File: src/rtl/key_ctrl_fsm.sv
// Key-driven control for clock/calendar editing: set-mode FSM, edit cursor,
// increment/commit/abort strobes and time/date display select.
module key_ctrl_fsm #(
    parameter int DIGITS       = 6,
    parameter int CUR_W        = 3,
    parameter int IDLE_TIMEOUT = 500_000_000
) (
    input  logic             clk,
    input  logic             rst,
    input  logic             key_mode,
    input  logic             key_move,
    input  logic             key_add,
    input  logic             key_switch,
    output logic [1:0]       set_mode,
    output logic [CUR_W-1:0] cursor,
    output logic             inc_pulse,
    output logic             commit_pulse,
    output logic [1:0]       commit_sel,
    output logic             abort_pulse,
    output logic             disp_sel
);

    localparam int CNT_W = (IDLE_TIMEOUT > 2) ? $clog2(IDLE_TIMEOUT) : 1;
    localparam logic [CNT_W-1:0] CNT_MAX = CNT_W'(IDLE_TIMEOUT - 1);
    localparam logic [CUR_W-1:0] CUR_MAX = CUR_W'(DIGITS - 1);

    typedef enum logic [1:0] {
        RUN       = 2'd0,
        SET_TIME  = 2'd1,
        SET_DATE  = 2'd2,
        SET_ALARM = 2'd3
    } mode_t;

    mode_t            state_q, state_d, state_nxt;
    logic [CUR_W-1:0] cur_q, cur_d;
    logic [CNT_W-1:0] cnt_q, cnt_d;
    logic [1:0]       csel_q, csel_d;
    logic             disp_q, disp_d;
    logic             inc_q, inc_d;
    logic             commit_q, commit_d;
    logic             abort_q, abort_d;
    logic [3:0]       k_q, k_prev, press;
    logic             in_set, timeout;

    // bit order {mode, move, add, switch}; 1->0 edge of the registered level
    assign press   = k_prev & ~k_q;
    assign in_set  = (state_q != RUN);
    assign timeout = in_set && (cnt_q == CNT_MAX);

    always_comb begin
        state_nxt = RUN;
        unique case (state_q)
            RUN:       state_nxt = SET_TIME;
            SET_TIME:  state_nxt = SET_DATE;
            SET_DATE:  state_nxt = SET_ALARM;
            SET_ALARM: state_nxt = RUN;
            default:   state_nxt = RUN;
        endcase
    end

    always_comb begin
        state_d  = state_q;
        cur_d    = cur_q;
        cnt_d    = '0;
        csel_d   = csel_q;
        disp_d   = disp_q;
        inc_d    = 1'b0;
        commit_d = 1'b0;
        abort_d  = 1'b0;
        if (in_set) begin
            cnt_d = cnt_q + 1'b1;
        end
        // a mode press beats a timeout landing in the same cycle
        priority case (1'b1)
            press[3]: begin
                state_d = state_nxt;
                cur_d   = '0;
                cnt_d   = '0;
                if (in_set) begin
                    commit_d = 1'b1;
                    csel_d   = state_q;
                end
            end
            timeout: begin
                state_d = RUN;
                cur_d   = '0;
                cnt_d   = '0;
                abort_d = 1'b1;
            end
            press[2]: begin
                if (in_set) begin
                    cur_d = (cur_q == CUR_MAX) ? '0 : cur_q + 1'b1;
                    cnt_d = '0;
                end
            end
            press[1]: begin
                if (in_set) begin
                    inc_d = 1'b1;
                    cnt_d = '0;
                end
            end
            press[0]: begin
                if (!in_set) begin
                    disp_d = ~disp_q;
                end
            end
            default: ;
        endcase
    end

    always_ff @(posedge clk) begin
        if (rst) begin
            k_q      <= '1;
            k_prev   <= '1;
            state_q  <= RUN;
            cur_q    <= '0;
            cnt_q    <= '0;
            csel_q   <= '0;
            disp_q   <= 1'b0;
            inc_q    <= 1'b0;
            commit_q <= 1'b0;
            abort_q  <= 1'b0;
        end else begin
            k_q      <= {key_mode, key_move, key_add, key_switch};
            k_prev   <= k_q;
            state_q  <= state_d;
            cur_q    <= cur_d;
            cnt_q    <= cnt_d;
            csel_q   <= csel_d;
            disp_q   <= disp_d;
            inc_q    <= inc_d;
            commit_q <= commit_d;
            abort_q  <= abort_d;
        end
    end

    assign set_mode     = state_q;
    assign cursor       = cur_q;
    assign inc_pulse    = inc_q;
    assign commit_pulse = commit_q;
    assign commit_sel   = csel_q;
    assign abort_pulse  = abort_q;
    assign disp_sel     = disp_q;

endmodule
File: config.mk
export PLATFORM = sky130hd
export DESIGN_NAME = key_ctrl_fsm
export DESIGN_NICKNAME = d
export VERILOG_FILES = /design/src/rtl/key_ctrl_fsm.sv
export SDC_FILE = /design/constraint.sdc
export NUM_CORES = 1
export LEC_CHECK = 0
export ABC_AREA = 1
export CAP_MARGIN = 20
export CORE_ASPECT_RATIO = 0.75
export CORE_MARGIN = 2
export CORE_UTILIZATION = 45
export CTS_CLUSTER_DIAMETER = 40
export DETAILED_ROUTE_END_ITERATION = 10
export GPL_TIMING_DRIVEN = 0
export REMOVE_ABC_BUFFERS = 1
export SKIP_LAST_GASP = 1
export SYNTH_ARGS = -nofsm -noshare
export SYNTH_HDL_FRONTEND = slang
export SYNTH_SLANG_ARGS = --single-unit
File: constraint.sdc
create_clock -name clk -period 3.77 [get_ports clk]
set_clock_uncertainty 0.2 [all_clocks]
set_input_delay 0.9425 -clock clk [delete_from_list [all_inputs] [get_ports clk]]
set_output_delay 0.9425 -clock clk [all_outputs]
set_load 0.05 [all_outputs]
### Word level (Yosys, flattened, before mapping)

Index checks and enable logic that the tools add are counted.

* input bits: 6
* output and inout bits: 11
* bits in registers: 48

* eq/ne operators: 5
* add/subtract/negate cells: 2
* reductions and logical operators: 11
* bitwise gates (word level): 8
* mux-type cells: 10

Operator list (number)
* 2-to-1 mux 29 bit: 4
* adder 29 x 1 -> 29 bit (second input constant): 1
* == test 29 bit (second input constant): 1
* one-hot mux 2 bit (4 select lines): 1
* inverter 1 bit: 6
* AND reduction 6 bit: 1
* OR reduction 5 bit: 1
* bitwise AND 4 bit: 1
* == test 2 bit (second input constant): 2
* 2-to-1 mux 2 bit: 2
* inverter 4 bit: 1
* AND reduction 2 bit: 2
* nonzero test 2 bit: 2
* OR reduction 2 bit: 2
* adder 3 x 1 -> 3 bit (second input constant): 1
* == test 3 bit (second input constant): 1
* 2-to-1 mux 3 bit: 1
* OR reduction 3 bit: 1
* == test 2 x 1 -> 1 bit (second input constant): 1
* zero test 2 bit: 1
* 2-to-1 mux 1 bit: 2
* logical AND 1 bit: 1

### Logic depth before layout (Yosys ltp)

* depth after elaboration: 5
* mapped depth: 12

### Worst setup path before layout

OpenSTA, ideal clock, no wires.

* path kind: flip-flop to flip-flop
* start point: register state_q[0], in the netlist set_mode[0]
* end point: register cnt_q[10]
* setup time: 0.116 ns
* data arrival time: 1.899 ns
* cell stages (with the launch flop): 13
* slack: 1.555 ns
* path through: dfxtp_1 > inv_1 > ha_1 > inv_1 > nand2_1 > nor2_1 > nand2_1 > nor2_1 > nand2_2 > nand3_2 > buf_6 > buf_8 > nor2_1

* cells in the longest elaborated chain, start to end: 5
* elaborated cells on any way between the ends: 7

Ends and longest elaborated chain
* from (decl): RTL line 34 `mode_t state_q, state_d, state_nxt;`
* from (signal assigned): RTL line 126 `state_q <= state_d;`
* nonzero test 2 bit (*): RTL line 47 `assign in_set = (state_q != RUN);`
* 2-to-1 mux 29 bit: RTL line 70 `if (in_set) begin`
* 2-to-1 mux 29 bit: RTL line 91, 97
* 2-to-1 mux 29 bit (2 in series): RTL line 74 `priority case (1'b1)`
* to (signal assigned): RTL line 128 `cnt_q <= cnt_d;`
* to (decl): RTL line 36 `logic [CNT_W-1:0] cnt_q, cnt_d;`

Mark *: on every way between the ends. The rest lies on a longest branch, timed or not.
A chain may end at the register's enable or synchronous reset.

### Worst setup path in the final report

* start point: input port rst
* end point: register cnt_q[20]

* cells in the longest elaborated chain, start to end: 1

Ends and longest elaborated chain
* from (decl): RTL line 9 `input logic rst,`
* OR reduction 3 bit (no line)

Every way passes these cells.

==> results.md <==
* Worst-Margin Slew at 0.610 ns
* Largest net degree at the start of global routing at 30
* All-Layer GR Usage at 0.182
* Row count at 22
* Post-synthesis sequential area ratio at 0.418
* Worst min path class: flip-flop to flip-flop
* Status: complete, no violations
* Gates resized, CTS repair at 0
* Sink Count at 48
* Post-route design area at 2590 um^2
* CP Capture Type: flip-flop
* DIE WIDTH at 86.5 um
* Ant. Diodes at 0
* Die height at between 60 and 70 um
* Arrival time worst endpoint at 2.76 ns
* R2r worst-path depth at 10
* ANT nets after route at 0
* Cell Area, Synth at approximately 2300 um^2
* IO Port Bufs at 16
* Dpl cell area at approximately 2500 um^2
* RD Place Congestion at 0.866
* Max Transition Viols Final at 0
* CTS HTree Levels at 2
* Setup Fix Bufs, Post-CTS at 0
* Pleak at 0.880 nW
* Leading area contributor after synthesis: dfxtp_1
* Critical Path Source Type: input pin
* Synthesized area per cell at 6.64 um^2
* Storage cell area at 961 um^2
* Most common flop cell mapped by yosys: dfxtp_1
* Max FO, Critical Path at 29
* Drt wl/cell at 11.2 um
* Final hold viol count at 0
* Clock Root Buffer: clkbuf_8
* Reg2reg setup slack at 1.45 ns
* Clock buffer depth at 2
* Initial Util at 0.469
* Final net count at 374
* DP HPWL at ~3.7 mm
* Number of vias in the routed layout at 1,949
* Area growth from synthesis to layout at 12.5%
* VDD IR max at 0.000171 V
* # DRC at 0
* Multi-input gate area at 1160 um^2
* Synth async-reset ratio at 0
* Area contributors post-synth: dfxtp_1, nand2_1, nor2_1
* Commonest non-fill, non-tap cell in the layout: nand2_1
* Via density per instance at 4.58
* Clock Latency Late Sink at 0.30 ns
* R2r startpoint: set_mode[0]$_SDFFE_PP0P_
* Vias in the first global route at 1,686
* CTS tree: yes
* CP endpoint: cnt_q[20]$_SDFF_PP0_
* I/O pins at 17
* Library cells used by synthesis at 25
* Setup tns final at 0 ns
* Flops & latches, synth at 48
* Initial antenna violation count at 0
* Clock-pin slew on the worst setup and hold paths at 0.09 ns
* Cts hold-fix bufs at 0
* RSZ-0062 raised after global routing: false
* Max transition margin at 0.593
* Synth warn at 0
* Initial drt markers at around 130
* Data required time of the critical path at 3.80 ns
* Total core area at 4900 um^2
* Most frequent cells in the layout: nand2_1, nor2_1, dfxtp_1, inv_1, nand3_1
* WL final at around 4.8 mm
* # fillers at about 500
* Final Cycle Share at 0.725
* Setup CP Type: input pin to flip-flop
* First-pass GRT wire length at between 7 and 8 mm
* Number of flops mapped to enable cells by yosys at 0
* Minimum clock period at 2.73 ns
* PwrDens at 336 nW/um^2
* Synth top area share at 0.418
* Final setup fails at 0
* Total of max-cap violations at 0
* GR Overflow Total at 0
* Pre-antenna DRT Iters at 4
* Cell count after synthesis at around 350
* Die area at 5700 um^2
* Worst reg2reg endpoint: cnt_q[20]$_SDFF_PP0_
* Num CTS Buffers at 5
* Share of layout cells above drive strength 1 at 0.0546
* Fmax at 366 MHz
* Setup crit start: rst
state kept, by name, indices dropped and copies added, names as in the netlist:
signal,count
commit_pulse,1
cursor,3
k_q,4
k_prev,4
cnt_q,29
set_mode,2
disp_sel,1
abort_pulse,1
inc_pulse,1
commit_sel,2
power by group:
part | internal [W] | switching, W
Combinational | 0.0000169 | 0.0000311
Clock | 0.000130 | 0.000175
Sequential | 0.000513 | 0.00000375
through the flow:
stage	std cells	power, W	util	setup slack (ns)	hold slack [ns]
5_1_grt	426	0.000904	0.528	0.804	0.261
4_1_cts	426	0.000882	0.528	0.969	0.241
3_5_place_dp	418	0.000578	0.510	0.659	0.217
3_3_place_gp	418	0.000577	0.510	0.691	0.208
6_report	426	0.000869	0.528	1.04	0.239
2_1_floorplan	342	0.000559	-	1.51	0.192
logic make-up (layout without fill, tap and decap cells):
group | Yosys count | in the layout | share of synthesized area
and+or+nand+nor | 229 | 229 | 0.412
AOI/OAI and AO/OA | 8 | 8 | 0.0174
adders and majority gates | 3 | 3 | 0.0163
buffers and inverters | 43 | 63 | 0.0789
xor gates and xnor gates | 15 | 15 | 0.0572
DFF | 48 | 48 | 0.418
cell type report:
type                            instances  share of cell area
Clock inverter                          3             0.00726
Sequential cell                        48               0.372
Clock buffer                            5              0.0266
Timing Repair Buffer                   16              0.0619
Multi-Input combinational cell        255               0.447
Inverter                               39              0.0566
Tap cell                               60              0.0290
cell usage after synthesis, drive strengths merged (3+ instances only):
cell type,number
a21oi,6
buf,3
dfxtp,48
ha,3
inv,39
nand2,106
nand3,22
nor2,85
or2,7
xnor2,7
xor2,8
critical path, stage by stage:
cell and delay [ns]:
clkdlybuf4s50_1 0.61, nor2_1 0.38, nand3_2 0.56, nor2_1 0.25
worst min-delay path by stage:
stage                            startpoint  slack [ns]  cells past startpoint              endpoint
final                     k_q[2]$_SDFF_PP1_        0.24                      2  k_prev[2]$_SDFF_PP1_
after global routing      k_q[0]$_SDFF_PP1_        0.26                      2  k_prev[0]$_SDFF_PP1_
after CTS                 k_q[0]$_SDFF_PP1_        0.24                      2  k_prev[0]$_SDFF_PP1_
after detailed placement  k_q[0]$_SDFF_PP1_        0.22                      2  k_prev[0]$_SDFF_PP1_
after global placement    k_q[3]$_SDFF_PP1_        0.21                      2  k_prev[3]$_SDFF_PP1_
after floorplan           k_q[3]$_SDFF_PP1_        0.19                      2  k_prev[3]$_SDFF_PP1_
layer usage:
layer,vias to the layer above,part of all wire,track usage
met5,-,0,0
met4,0,0.0093,0.0469
met3,4,0.029,0.0375
met2,22,0.36,0.243
met1,836,0.60,0.288
li1,1087,-,-
Note: power is estimated with default switching activity, not from simulation.
